**src/rtl/fifo_apb_if.sv**
```systemverilog
// fifo_apb_if: FIFO read-port plus APB write-bus bundle for fifo_apb_master.
// Signals:
//   rdata, address_out, rempty : FIFO head and empty flag    (slave -> master)
//   rinc                       : FIFO pop strobe             (master -> slave)
//   paddr, pwdata, pwrite      : APB address/data/direction  (master -> slave)
//   psel, penable              : APB phase control           (master -> slave)
//   pready, pslverr            : APB completion and error    (slave -> master)
// Modports: master (fifo_apb_master side), slave (FIFO + APB slave side).
interface fifo_apb_if #(
    parameter int DSIZE  = 32,
    parameter int AWIDTH = 32
);
    logic [DSIZE-1:0]  rdata;
    logic [AWIDTH-1:0] address_out;
    logic              rempty;
    logic              rinc;
    logic [AWIDTH-1:0] paddr;
    logic [DSIZE-1:0]  pwdata;
    logic              pwrite;
    logic              psel;
    logic              penable;
    logic              pready;
    logic              pslverr;

    modport master (
        input  rdata, address_out, rempty, pready, pslverr,
        output rinc, paddr, pwdata, pwrite, psel, penable
    );

    modport slave (
        output rdata, address_out, rempty, pready, pslverr,
        input  rinc, paddr, pwdata, pwrite, psel, penable
    );
endinterface

```
**src/rtl/fifo_apb_master.sv**
```systemverilog
// fifo_apb_master: pops write-posting FIFO entries and issues each as an APB write.
// Ports:
//   rclk, rrst : read-domain clock and synchronous active-high reset
//   bus        : fifo_apb_if.master (FIFO read port + APB master signals)
//   busy       : high whenever the FSM is not IDLE
//   err_count  : saturating count of errored transfers
//   err_addr   : address of the most recent errored transfer
//   timeout    : one-cycle pulse on a forced completion
// Optional feature: define APB_TIMEOUT_EN to force-complete an ACCESS phase that
// waits TO_CYCLES cycles without pready; otherwise timeout is tied low.
module fifo_apb_master #(
    parameter int DSIZE     = 32,
    parameter int AWIDTH    = 32,
    parameter int ERRW      = 8,
    parameter int TO_CYCLES = 16
) (
    input  logic              rclk,
    input  logic              rrst,
    fifo_apb_if.master        bus,
    output logic              busy,
    output logic [ERRW-1:0]   err_count,
    output logic [AWIDTH-1:0] err_addr,
    output logic              timeout
);
    typedef enum logic [2:0] {IDLE, FETCH, LOAD, SETUP, ACCESS} state_t;

    state_t            state_q, state_d;
    logic [AWIDTH-1:0] paddr_q, paddr_d, err_addr_q, err_addr_d;
    logic [DSIZE-1:0]  pwdata_q, pwdata_d;
    logic [ERRW-1:0]   err_count_q, err_count_d;
    logic              psel_q, psel_d, penable_q, penable_d, pwrite_q, pwrite_d;
    logic              timeout_q, timeout_d;
    logic              to_hit, done, err;

    if (TO_CYCLES < 2 || TO_CYCLES > 255) begin : g_bad_to
        $error("fifo_apb_master: TO_CYCLES must be in 2..255");
    end

`ifdef APB_TIMEOUT_EN
    logic [7:0] wcnt_q, wcnt_d;

    // Counter holds the number of stalled ACCESS cycles already seen, so the
    // TO_CYCLES-th ACCESS cycle is the one where it equals TO_CYCLES-1.
    assign to_hit = state_q == ACCESS && !bus.pready && wcnt_q == 8'(TO_CYCLES - 1);

    always_comb
        wcnt_d = state_q == SETUP ? 8'd0 :
                 (state_q == ACCESS && !bus.pready) ? wcnt_q + 8'd1 : wcnt_q;

    always_ff @(posedge rclk)
        wcnt_q <= rrst ? 8'd0 : wcnt_d;
`else
    assign to_hit = 1'b0;
`endif

    assign done = state_q == ACCESS && (bus.pready || to_hit);
    // A forced completion happens with pready low, so pslverr is not consulted then.
    assign err  = done && (to_hit || bus.pslverr);

    always_ff @(posedge rclk) begin
        if (rrst) begin
            state_q     <= IDLE;
            paddr_q     <= '0;
            pwdata_q    <= '0;
            psel_q      <= 1'b0;
            penable_q   <= 1'b0;
            pwrite_q    <= 1'b0;
            err_count_q <= '0;
            err_addr_q  <= '0;
            timeout_q   <= 1'b0;
        end else begin
            state_q     <= state_d;
            paddr_q     <= paddr_d;
            pwdata_q    <= pwdata_d;
            psel_q      <= psel_d;
            penable_q   <= penable_d;
            pwrite_q    <= pwrite_d;
            err_count_q <= err_count_d;
            err_addr_q  <= err_addr_d;
            timeout_q   <= timeout_d;
        end
    end

    always_comb begin
        state_d = state_q;
        case (state_q)
            IDLE:    state_d = bus.rempty ? IDLE : FETCH;
            FETCH:   state_d = LOAD;
            LOAD:    state_d = SETUP;
            SETUP:   state_d = ACCESS;
            ACCESS:  state_d = !done ? ACCESS : bus.rempty ? IDLE : FETCH;
            default: state_d = IDLE;
        endcase
    end

    always_comb begin
        paddr_d     = state_q == LOAD ? bus.address_out : paddr_q;
        pwdata_d    = state_q == LOAD ? bus.rdata : pwdata_q;
        pwrite_d    = state_q == LOAD ? 1'b1 : pwrite_q;
        psel_d      = state_q == LOAD ? 1'b1 : done ? 1'b0 : psel_q;
        penable_d   = state_q == SETUP ? 1'b1 : done ? 1'b0 : penable_q;
        err_count_d = (err && !(&err_count_q)) ? err_count_q + 1'b1 : err_count_q;
        err_addr_d  = err ? paddr_q : err_addr_q;
        timeout_d   = to_hit;
    end

    assign bus.rinc    = state_q == FETCH;
    assign bus.paddr   = paddr_q;
    assign bus.pwdata  = pwdata_q;
    assign bus.pwrite  = pwrite_q;
    assign bus.psel    = psel_q;
    assign bus.penable = penable_q;
    assign busy        = state_q != IDLE;
    assign err_count   = err_count_q;
    assign err_addr    = err_addr_q;
    assign timeout     = timeout_q;
endmodule

```
**src/flat_wrapper.sv**
```systemverilog
// flat-port wrapper written by rule: the top's interface ports become plain ports
module fifo_apb_master_flat 
#(
    parameter int DSIZE     = 32,
    parameter int AWIDTH    = 32,
    parameter int ERRW      = 8,
    parameter int TO_CYCLES = 16
)
  (rclk, rrst, busy, err_count, err_addr, timeout, bus_rdata, bus_address_out, bus_rempty, bus_pready, bus_pslverr, bus_rinc, bus_paddr, bus_pwdata, bus_pwrite, bus_psel, bus_penable);
  fifo_apb_if #(.DSIZE(DSIZE), .AWIDTH(AWIDTH)) bus_i ();
  input  logic rclk;
  input  logic rrst;
  output logic busy;
  output logic [ERRW-1:0] err_count;
  output logic [AWIDTH-1:0] err_addr;
  output logic timeout;
  input wire logic [$bits(bus_i.rdata)-1:0] bus_rdata;
  input wire logic [$bits(bus_i.address_out)-1:0] bus_address_out;
  input wire logic [$bits(bus_i.rempty)-1:0] bus_rempty;
  input wire logic [$bits(bus_i.pready)-1:0] bus_pready;
  input wire logic [$bits(bus_i.pslverr)-1:0] bus_pslverr;
  output wire logic [$bits(bus_i.rinc)-1:0] bus_rinc;
  output wire logic [$bits(bus_i.paddr)-1:0] bus_paddr;
  output wire logic [$bits(bus_i.pwdata)-1:0] bus_pwdata;
  output wire logic [$bits(bus_i.pwrite)-1:0] bus_pwrite;
  output wire logic [$bits(bus_i.psel)-1:0] bus_psel;
  output wire logic [$bits(bus_i.penable)-1:0] bus_penable;
  assign bus_i.rdata = bus_rdata;
  assign bus_i.address_out = bus_address_out;
  assign bus_i.rempty = bus_rempty;
  assign bus_i.pready = bus_pready;
  assign bus_i.pslverr = bus_pslverr;
  assign bus_rinc = bus_i.rinc;
  assign bus_paddr = bus_i.paddr;
  assign bus_pwdata = bus_i.pwdata;
  assign bus_pwrite = bus_i.pwrite;
  assign bus_psel = bus_i.psel;
  assign bus_penable = bus_i.penable;
  fifo_apb_master #(.DSIZE(DSIZE), .AWIDTH(AWIDTH), .ERRW(ERRW), .TO_CYCLES(TO_CYCLES)) u_core (.rclk(rclk), .rrst(rrst), .bus(bus_i), .busy(busy), .err_count(err_count), .err_addr(err_addr), .timeout(timeout));
endmodule
```
**config.mk**
```make
export PLATFORM = sky130hd
export DESIGN_NAME = fifo_apb_master_flat
export DESIGN_NICKNAME = d
export VERILOG_FILES = /design/src/rtl/fifo_apb_if.sv /design/src/rtl/fifo_apb_master.sv /design/src/flat_wrapper.sv
export SDC_FILE = /design/constraint.sdc
export NUM_CORES = 1
export LEC_CHECK = 0
export BUFFER_PORTS_ARGS = -buffer_cell sky130_fd_sc_hd__buf_2
export CAP_MARGIN = 20
export CORE_ASPECT_RATIO = 0.75
export CORE_MARGIN = 2
export CORE_UTILIZATION = 47
export DETAILED_ROUTE_END_ITERATION = 8
export PLACE_DENSITY = 0.88
export SLEW_MARGIN = 5
export SYNTH_ARGS = -nofsm -noshare
export SYNTH_HDL_FRONTEND = slang
export SYNTH_SLANG_ARGS = --single-unit
```
**constraint.sdc**
```tcl
create_clock -name rclk -period 1.91 [get_ports rclk]
set_clock_uncertainty 0.05 [all_clocks]
set_input_delay 0.0955 -clock rclk [delete_from_list [all_inputs] [get_ports rclk]]
set_output_delay 0.0955 -clock rclk [all_outputs]
set_load 0.005 [all_outputs]
```
==> impl_metrics.ini <==
[place]
placed_cells = 755
hpwlAfterDp_um = 7350
gp_congestion = 0.844
port_buffers = 177

[logic_synthesis]
synthCells = 497
synth_edf_count = 0
synth_cell_type_count = 34
ys_seq_elements = 110
async_reset_ff_frac = 0
yosys.area.top_type = dfxtp_1
synthTopCellsByArea = dfxtp_1 (55%), nand2_1 (19%), a21oi_1 (12%)
syn_nets = 567
syn-cell-area_um2 = 4000
synth_area_per_cell_um2 = 8.05
synth_top_area_frac = 0.551
yosysSeqAreaShare = 0.551
ys_warn_count = 0
synth_ff_type = dfxtp_1

[drt]
routed_via_density = 5.07
vias = 4239
ant_nets = 0
drc = 0
wl_per_cell_um = 14.2
drt-initial-drc-count = 288
detail_route.first_pass.iterations = 5
wl_um = 11900

[die]
start_util = 0.479
die_h_um = 83.9
fp.dieArea_um2 = 9270
die_w_um = 111
core_area_um2 = 8350
rows = 29
io_pins = 179

[grt]
top_usage_layer = met2
track_usage = 0.253
grt.met1_usage = 0.279
grt_max_degree = 68
globalRouteOverflowTotal = 0
grtUsageMet2 = 0.452
grt_pass1_wl_um = 19200
grt_pass1_vias = 4186
antenna_found_initial = 0
grt_use_met3 = 0.0784

[clock_tree]
clk_pin_slew_ns = 0.07
clock_latency_ns = 0.34
clockBufferDepth = 2
clock-sinks = 110
htree_levels = 3
cts-root-buf = clkbuf_16
cts_resized = 0
cts_tree = done
cts_buffers = 9

[outcome]
status = finished, final reports clean

[worst_setup_path]
crit_path_cell_trace = inv_1 > nor3_2 > buf_4 > nand2_1 > a21oi_1
end_kind = register
start_kind = register
cp.required_ns = 2.12
crit_path_max_fanout = 43
cp_slowest_cell = dfxtp_1
arrival_ns = 1.88
crit_type = reg -> reg
max_stage_delay_ns = 0.47

[cells_and_area]
fin_util = 0.702
fin_nets = 793
drive_gt1_frac = 0.286
mostFrequentLayoutCell = nand2_1
instances_no_fill = 836
area_growth_pct = 46.5
final_cell_mix = nand2_1 (197), buf_2 (176), dfxtp_1 (110)
antennaDiodeCount = 0

[timing]
drv_slew = 0
finalHoldViolations = 0
setup_viol = 0
rsz0062_at_grt = no
tightest_slew_ns = 0.693
hold-worst-slack_ns = 0.0676
min_period_ns = 1.67
slew_headroom = 0.538
fin_crit_sh = 0.875
fin_setup_tns_ns = 0
fmax_mhz = 599

[min_path]
hold_class = in -> reg

[power_and_ir_drop]
p_leak_nw = 2.58
power_density_nw_per_um2 = 841
ir_worst_vdd_v = 0.000609
power_w = 0.00493

[job]
drv_cap = 0
-- timing repair --
item | in CTS | in global routing
hold buffers | 65 | 0
endpoints found under the hold margin | 65 | 0
buffers inserted | 0 | 0
setup endpoints to repair | 0 | 0
-- kinds of logic after synthesis --
logic type / Yosys count / synth area share
XOR/XNOR: 3 / 0.00657
AND/OR/NAND/NOR: 227 / 0.234
other: 1 / 0.000937
adder cells (fa/ha/maj): 1 / 0.00313
buffers and inverters: 40 / 0.0516
flip-flops: 110 / 0.551
AO/OA/AOI/OAI: 114 / 0.150
multiplexers: 1 / 0.00250
-- power by group --
part           internal, W  switching (W)
clock network      0.00102       0.000829
logic             0.000296       0.000317
registers          0.00240      0.0000735
-- worst max-delay path: cells and delay by family, from the launching register on --
kind | cells | cell delay, ns
buf+inv | 2 | 0.57
simple gates | 2 | 0.30
compound gates | 1 | 0.18
flops | 1 | 0.47
-- cell usage after synthesis (2+ instances only) --
| cell | number |
|---|---|
| nand2_1 | 198 |
| dfxtp_1 | 110 |
| a21oi_1 | 99 |
| clkbuf_1 | 20 |
| buf_2 | 9 |
| nor2_1 | 9 |
| nor3_1 | 5 |
| a31oi_1 | 4 |
| buf_4 | 4 |
| buf_6 | 4 |
| a211oi_1 | 3 |
| and3_1 | 3 |
| inv_1 | 3 |
| o21ai_0 | 3 |
| and4_1 | 2 |
| or3_1 | 2 |
| xor2_1 | 2 |
-- final timing paths --
kind | startpoint | to | slack (ns) | depth (start not counted)
setup / recovery | u_core.state_q[1] | u_core.bus.pwdata[11] | 0.24 | 5
hold / removal | bus_pready | u_core.state_q[2] | 0.07 | 4
setup reg to reg | u_core.state_q[1] | u_core.bus.pwdata[11] | 0.24 | 5
hold reg to reg | u_core.err_addr[20] | u_core.err_addr[20] | 0.40 | 2
-- state kept, by name (all words and copies together), names as in the netlist --
name                flops
u_core.bus.paddr       32
u_core.bus.penable      1
u_core.bus.psel         1
u_core.bus.pwdata      32
u_core.err_addr        32
u_core.state_q          3
u_core.err_count        8
u_core.bus.pwrite       1
-- layout make-up --
cell class                      count  area [µm²]
Fill cell                         644        2480
Sequential cell                   110        2200
Timing Repair Buffer              252        1610
Multi-Input combinational cell    347        1600
Clock buffer                        9         225
Tap cell                          108         135
Clock inverter                      7        75.1
Inverter                            3        11.3
-- per-stage QoR --
step	worst slack, ns	area, µm²
finish	0.239	5860
global route	0.0955	5860
CTS	0.268	5860
detailed placement	0.279	4910
global placement	0.398	4910
floorplan	0.415	4000
-- routing by layer --
| layer | up-vias | routed length (µm) |
|---|---|---|
| li1 | 2072 | - |
| met1 | 1938 | 4580 |
| met2 | 192 | 6080 |
| met3 | 37 | 869 |
| met4 | 0 | 334 |
| met5 | - | 0 |
Power figures use the tool's default switching activity.
